**src/rtl/fpu_pkg.sv**
```systemverilog
// Shared FPU format constants, status encoding and float layout.
// Imported by the FPU datapath and the float-to-int converter.
package fpu_pkg;

  localparam int EXP_W  = 6;
  localparam int MANT_W = 25;
  localparam int BIAS   = 31;

  localparam int ST_EXACT     = 0;
  localparam int ST_OVERFLOW  = 1;
  localparam int ST_UNDERFLOW = 2;
  localparam int ST_INEXACT   = 3;

  typedef struct packed {
    logic              sign;
    logic [EXP_W-1:0]  exp;
    logic [MANT_W-1:0] mant;
  } fpu_float_t;

  function automatic logic [3:0] st_bit(
    input int idx
  );
    st_bit = 4'b0001 << idx;
  endfunction

endpackage

```
**src/rtl/fpu_f2i_classify.sv**
```systemverilog
// Classifies a captured float: special results, or shift plan
// that aligns the significand to the integer binary point.
module fpu_f2i_classify
  import fpu_pkg::*;
(
  input  fpu_float_t  op,
  output logic        special,
  output logic [31:0] spec_result,
  output logic [3:0]  spec_status,
  output logic        shift_left,
  output logic [4:0]  shift_cnt
);

  localparam logic [EXP_W-1:0] E_ONE  = EXP_W'(BIAS);
  localparam logic [EXP_W-1:0] E_SAT  = EXP_W'(BIAS + 31);
  localparam logic [EXP_W-1:0] E_FLAT = EXP_W'(BIAS + MANT_W);

  logic [EXP_W-1:0] up;
  logic [EXP_W-1:0] dn;

  assign up = op.exp - E_FLAT;
  assign dn = E_FLAT - op.exp;

  // Pick special-case result or the alignment shift.
  always_comb begin
    special     = 1'b0;
    spec_result = '0;
    spec_status = '0;
    shift_left  = 1'b0;
    shift_cnt   = '0;
    unique case (1'b1)
      (op.exp == '0): begin
        special     = 1'b1;
        spec_status = (op.mant == '0) ?
                      st_bit(ST_EXACT) :
                      st_bit(ST_UNDERFLOW);
      end
      (op.exp != '0 && op.exp < E_ONE): begin
        special     = 1'b1;
        spec_status = st_bit(ST_UNDERFLOW);
      end
      (op.exp >= E_SAT): begin
        special = 1'b1;
        if (op.exp == E_SAT && op.sign &&
            op.mant == '0) begin
          spec_result = 32'h8000_0000;
          spec_status = st_bit(ST_EXACT);
        end else begin
          spec_result = op.sign ? 32'h8000_0000 :
                                  32'h7FFF_FFFF;
          spec_status = st_bit(ST_OVERFLOW);
        end
      end
      default: begin
        shift_left = (op.exp > E_FLAT);
        shift_cnt  = shift_left ? up[4:0] : dn[4:0];
      end
    endcase
  end

endmodule

```
**src/rtl/fpu_f2i.sv**
```systemverilog
// Iterative float-to-int converter, truncating toward zero.
// One alignment bit per cycle; start/busy/done handshake.
module fpu_f2i
  import fpu_pkg::*;
(
  input  logic        clock,
  input  logic        reset,
  input  logic        start,
  input  logic [31:0] op_in,
  output logic [31:0] data_out,
  output logic [3:0]  status_out,
  output logic        busy,
  output logic        done
);

  typedef enum logic [2:0] {
    S_IDLE,
    S_DECODE,
    S_SHIFT,
    S_NEGATE,
    S_DONE
  } state_t;

  state_t      state;
  fpu_float_t  op_r;
  logic [31:0] acc;
  logic [4:0]  cnt;
  logic        dir_left;
  logic        sticky;

  logic        special;
  logic [31:0] spec_result;
  logic [3:0]  spec_status;
  logic        shift_left;
  logic [4:0]  shift_cnt;

  fpu_f2i_classify u_classify (
    .op          (op_r),
    .special     (special),
    .spec_result (spec_result),
    .spec_status (spec_status),
    .shift_left  (shift_left),
    .shift_cnt   (shift_cnt)
  );

  // Conversion FSM with registered results and handshake.
  always_ff @(posedge clock or negedge reset) begin
    if (!reset) begin
      state      <= S_IDLE;
      op_r       <= '0;
      acc        <= '0;
      cnt        <= '0;
      dir_left   <= 1'b0;
      sticky     <= 1'b0;
      data_out   <= '0;
      status_out <= '0;
      busy       <= 1'b0;
      done       <= 1'b0;
    end else begin
      case (state)
        S_IDLE: begin
          done <= 1'b0;
          if (start) begin
            op_r  <= op_in;
            busy  <= 1'b1;
            state <= S_DECODE;
          end
        end
        S_DECODE: begin
          if (special) begin
            data_out   <= spec_result;
            status_out <= spec_status;
            done       <= 1'b1;
            state      <= S_DONE;
          end else begin
            acc      <= {6'b0, 1'b1, op_r.mant};
            sticky   <= 1'b0;
            dir_left <= shift_left;
            cnt      <= shift_cnt;
            state    <= S_SHIFT;
          end
        end
        S_SHIFT: begin
          if (cnt != '0) begin
            cnt <= cnt - 5'd1;
            if (dir_left) begin
              acc <= acc << 1;
            end else begin
              acc    <= acc >> 1;
              sticky <= sticky | acc[0];
            end
          end else begin
            state <= S_NEGATE;
          end
        end
        S_NEGATE: begin
          data_out   <= op_r.sign ? -acc : acc;
          status_out <= sticky ? st_bit(ST_INEXACT) :
                                 st_bit(ST_EXACT);
          done       <= 1'b1;
          state      <= S_DONE;
        end
        S_DONE: begin
          done  <= 1'b0;
          busy  <= 1'b0;
          state <= S_IDLE;
        end
        default: begin
          done  <= 1'b0;
          busy  <= 1'b0;
          state <= S_IDLE;
        end
      endcase
    end
  end

endmodule
```
**config.mk**
```make
export PLATFORM = sky130hd
export DESIGN_NAME = fpu_f2i
export DESIGN_NICKNAME = d
export VERILOG_FILES = /design/src/rtl/fpu_pkg.sv /design/src/rtl/fpu_f2i_classify.sv /design/src/rtl/fpu_f2i.sv
export SDC_FILE = /design/constraint.sdc
export NUM_CORES = 1
export LEC_CHECK = 0
export ABC_AREA = 1
export BUFFER_PORTS_ARGS = -buffer_cell sky130_fd_sc_hd__buf_2
export CAP_MARGIN = 20
export CORE_MARGIN = 2
export CORE_UTILIZATION = 55
export CTS_CLUSTER_DIAMETER = 200
export DETAILED_ROUTE_END_ITERATION = 16
export PLACE_DENSITY = 0.77
export RECOVER_POWER = 50
export REMOVE_ABC_BUFFERS = 1
export SYNTH_ARGS = -nofsm -noshare
export SYNTH_HDL_FRONTEND = slang
export SYNTH_SLANG_ARGS = --single-unit
```
**constraint.sdc**
```tcl
create_clock -name clock -period 2.81 [get_ports clock]
set_input_delay 0.281 -clock clock [delete_from_list [all_inputs] [get_ports clock]]
set_output_delay 0.281 -clock clock [all_outputs]
set_load 0.02 [all_outputs]
```
# After elaboration in Yosys (flattened, before gate mapping)
# Cells that the tools add are included.
# classes
addsub,4
n_lt_le_gt_ge,3
n_eq_ne,10
mux,35
n_bitwise,4
reduce_logical,20
# ops
operator,count
two-way mux 32 bit,8
one-hot mux 32 bit (2 select lines),2
negator 32 bit,1
logical NOT 25 bit,1
two-way mux 5 bit,4
two-way mux 3 bit,4
"inequality test 2 bit, second input constant",6
one-hot mux 3 bit (4 select lines),1
one-hot mux 4 bit (3 select lines),1
AND reduction 2 bit,6
one-hot mux 5 bit (2 select lines),1
two-way mux 4 bit,2
one-hot mux 4 bit (2 select lines),1
two-way mux 1 bit,7
"equality test 3 x 2 -> 1 bit, second input constant",2
"equality test 6 bit, second input constant",1
">= comparator 6 bit, second input constant",1
"greater-than comparator 6 bit, second input constant",1
logical NOT 6 bit,1
"less-than comparator 6 x 5 -> 1 bit, second input constant",1
nonzero test 6 bit,1
OR reduction 3 bit,2
nonzero test 5 bit,1
"subtractor 5 x 1 -> 5 bit, second input constant",1
13 further kinds,19
# word_totals
reg_bits,112
out_inout_bits,38
elab_cells,88

# Longest topological paths before layout
# logic_depth
depth_word,7
ltp_mapped,11
depth_no_buf,10

# By module
# A second synthesis with hierarchy kept.
# unflattened
hier_cells,887
area_unflattened_um2,6829.0
# by_module_without_submodules
module,instances,cells_per_inst,area_per_inst_um2,seq_area_each_um2
fpu_f2i,1,779,6189.7,2802.7
fpu_f2i_classify,1,108,639.4,0.0

# Worst setup path before layout
# Ideal clock, no wire load.
# synth_path
path_kind,register -> register
start,register op_r[28] (netlist name)
end,register data_out[12]
arrival_time_ps,1522
required_time_ps,2684
setup_slack_ps,1162
path_stages_with_launch,10
path_buffers,1
cell_sequence,dfrtp_1 > ha_1 > nand3_1 > o21ai_4 > nor2_8 > nand2_8 > nand2_8 > nor2_4 > buf_6 > a21oi_2
# synth_via
elab_chain_len,7
elab_cells_between_ends,16
cone_classes,order compare: 2; eq/ne: 2; mux: 5; reduce/logical: 7
# synth_rtl
element,line_no,source
"start, declared",fpu_f2i.sv:25,fpu_float_t op_r;
"start signal, assigned",fpu_f2i.sv:64,op_r <= op_in;
"parallel branches: the longest is 7 deep, another holds less-than comparator 6 x 5 -> 1 bit",--,
"end signal, assigned",fpu_f2i.sv:71,data_out <= spec_result;
"end signal, assigned",fpu_f2i.sv:97,data_out <= op_r.sign ? -acc : acc;
"end, declared",fpu_f2i.sv:10,"output logic [31:0] data_out,"
# Several ways; the timed one is not identified. The select of a mux whose other input is x is not followed.
# A chain may end at the register's enable or synchronous reset.

# Final worst setup path
# layout_path
start,register op_r[31] (netlist name)
end,register data_out[31]
# layout_via
elab_chain_len,6
elab_cells_between_ends,8
cone_classes,mux: 6; reduce/logical: 2
# layout_rtl
element,line_no,source
logical AND 1 bit (2 in series),fpu_f2i_classify.sv:44,if (op.exp == E_SAT && op.sign &&
two-way mux 32 bit,fpu_f2i_classify.sv:44,
two-way mux 32 bit,fpu_f2i_classify.sv:31,unique case (1'b1)
two-way mux 32 bit,fpu_f2i.sv:70,if (special) begin
one-hot mux 32 bit (2 select lines) (*),fpu_f2i.sv:60,case (state)
# Every way passes the cells marked *; elsewhere a longest branch is shown, timed or not. The select of a mux whose other input is x is not followed.

==> summary.md <==
| Metric | Value |
|---|---|
| Failing checks | max-capacitance violations, max-slew violations |
| Iteration-0 DRC Markers | 462 |
| Vias per cell | 5.62 |
| Die span in y | 111 um |
| DIE AREA | 0.0122 mm2 |
| DRT Wirelength | 15900 um |
| Leak | 3.19 nW |
| Slew HR | -2.93% |
| Highest Clock Rate | 0.457 GHz |
| Cell area after layout | 0.00697 mm2 |
| FP Rows | 38 |
| CTS buffer count | 9 |
| Status | finished, violations left |
| Post-synth design cell area | 0.00625 mm2 |
| Gr usage total | 26.6% |
| Clk Latency, worst-skew pair | 0.36 ns |
| Final GP Congestion | 0.924 |
| Clk sinks | 112 |
| CP max stage delay | 0.87 ns |
| Yosys top cell by area | dfrtp_1 |
| Commonest non-fill, non-tap cell in the layout | nand2_1 |
| Overall Power | 0.00892 W |
| Synth area leaders | dfrtp_1 45%, nand2_1 9.5%, nor2_1 5.7%, a21oi_1 5.4%, o21ai_0 5.0% |
| Initial antenna violation count | 0 |
| Port-buffer cells | 72 |
| Fin crit share | 77.8% |
| Nets | 909 |
| Synth unique cells | 36 |
| CP endpoint kind | flip-flop |
| RSZ-0062 raised after global routing | no |
| CTS tree | done |
| First-pass GRT wire length | 26200 um |
| MaxCap Viol Count | 1 |
| Vias in the first global route | 5388 |
| WP data arrival | 2.47 ns |
| FFs w/ async S/R, synth | 100% |
| Root cell of the clock tree | clkbuf_16 |
| WL/cell | 15.7 um |
| Final ANT Viol Nets | 0 |
| Yosys top cell area share | 44.9% |
| Min-delay worst type | in2reg |
| Worst-path clk slew | 0.07 ns |
| Die X | 111 um |
| Detail Placement HPWL | 11200 um |
| Sequential fraction of the synthesis area | 44.9% |
| Final count of hold timing violations | 0 |
| Layout cells sized above 1 | 16.7% |
| Syn Area/Cell | 7.72 um2 |
| Hold slack | 0.155 ns |
| Post-place instance area | 0.00668 mm2 |
| Vias | 5688 |
| Layout area overhead | 11.5% |
| Critical path type | reg2reg |
| Slew Limit Fails | 113 |
| Yosys warning count | 0 |
| Drt pass-1 iters | 6 |
| Gr ovfl total | 0 |
| Starting density of the core | 56.9% |
| Commonest register cell after synthesis | dfrtp_1 |
| Largest net degree at the start of global routing | 113 |
| Req. time, crit path | 3.09 ns |
| Post-CTS setup buffer count | 0 |
| Cell Pwr Density | 1280 mW/mm2 |
| Hold Buf Count CTS | 0 |
| Worst slew pin tran | 1.54 ns |
| CTS resizes | 0 |
| CP max FO | 22 |
| Clock Skew | 0.00820 ns |
| EDFF count, synth | 0 |
| Non-filler cells, final | 1013 |
| Setup Viol. Count Final | 0 |
| VDD IR-drop max | 0.657 mV |
| Core ar. | 0.0110 mm2 |
| CP startpoint kind | flip-flop |
| Highest-count cells in the layout ignoring fill and taps | 158 x nand2_1, 112 x dfrtp_1, 95 x nor2_1 |
| H-tree level count | 3 |
| DR DRC count | 0 |
| Top Ports | 73 |
| Placed cells | 997 |
| Layout fillers | 992 |
| Antenna Cells | 0 |
| Worst path cell trace | inv_1 > a21oi_1 > nor2_1 > nand3_1 > nand3_1 > a21oi_1 |
| Synth Register Bits | 112 |
| Critical path's slowest cell | dfrtp_1 |
| Final Critical Period | 2.19 ns |
| Cell count after synthesis | 809 |
| Setup TNS | 0 ns |
| Longest Clk Path Bufs | 2 |
-- critical path: cells and delay by family, from the launching register on --
kind / cells / cell delay, ns
DFF: 1 / 0.87
and+or+nand+nor: 3 / 0.32
buffers and inverters: 1 / 0.47
AOI/OAI and AO/OA: 2 / 0.46
-- cells in the mapped netlist, types with 2 or more instances --
master	number
nor3_1	2
or2_2	2
clkbuf_1	11
nand4_1	11
ha_1	6
o21ai_1	10
o22ai_1	32
nand2_1	158
nand3_1	60
xor2_1	2
o211ai_1	3
buf_2	16
mux2_2	3
nor2_1	95
buf_6	6
a21oi_2	28
nand2_8	2
a21oi_1	67
dfrtp_1	112
inv_1	82
nor2_2	23
o21ai_0	62
inv_2	3
-- metal layers --
layer | vias up | track usage [%] | wire (um)
met5 | - | 0 | 0
met1 | 2675 | 38.1 | 7320
met3 | 23 | 3.73 | 1030
met2 | 196 | 41.1 | 7240
li1 | 2794 | - | -
met4 | 0 | 10.3 | 283
-- power breakdown --
| part | internal (W) | switching, W | leakage (nW) |
|---|---|---|---|
| Sequential | 0.00238 | 0.000687 | 1.34 |
| Combinational | 0.00147 | 0.00298 | 1.70 |
| Clock | 0.000811 | 0.000595 | 0.153 |
-- path summary, 6_finish.rpt --
check	endpoint	slack [ns]	start	cells past startpoint
worst max-delay path	data_out[31]$_DFFE_PN0P_	0.62	op_r[31]$_DFFE_PN0P_	6
worst min-delay path	op_r[14]$_DFFE_PN0P_	0.15	op_in[14]	2
worst max register to register	data_out[31]$_DFFE_PN0P_	0.62	op_r[31]$_DFFE_PN0P_	6
worst min register to register	done$_DFFE_PN0P_	0.47	done$_DFFE_PN0P_	2
max in group asynchronous	data_out[0]$_DFFE_PN0P_	1.40	reset	2
min in group asynchronous	busy$_DFFE_PN0P_	0.37	reset	2
-- logic make-up after synthesis --
| kind of cell | synth area share, % |
|---|---|
| muxes | 0.541 |
| and+or+nand+nor | 25.6 |
| AOI/OAI and AO/OA | 19.1 |
| adders and majority gates | 1.20 |
| buffers and inverters | 8.29 |
| DFF | 44.9 |
| xor gates and xnor gates | 0.421 |
-- area by class of cell --
type / instances / area (um2) / area share, %
multi-input cells: 577 / 2930 / 42.0
repair buffers: 82 / 414 / 5.94
clock inverters: 4 / 76.3 / 1.10
inverters: 86 / 325 / 4.67
flip-flops and latches: 112 / 2800 / 40.2
well taps: 140 / 175 / 2.51
clock buffers: 12 / 246 / 3.54
-- sequential cells by signal (all words and copies together), names as in the netlist, 3 cells and up --
signal      flops
acc            32
data_out       32
state           3
status_out      4
op_r           32
cnt             5
-- metrics by stage --
| stage | utilization, % | setup slack [ns] |
|---|---|---|
| after floorplan | - | -0.114 |
| after global placement | 60.8 | 0.674 |
| after detailed placement | 60.8 | 0.683 |
| after CTS | 63.8 | 0.683 |
| after global routing | 63.4 | 0.459 |
| final | 63.4 | 0.624 |
Power figures use the tool's default switching activity.
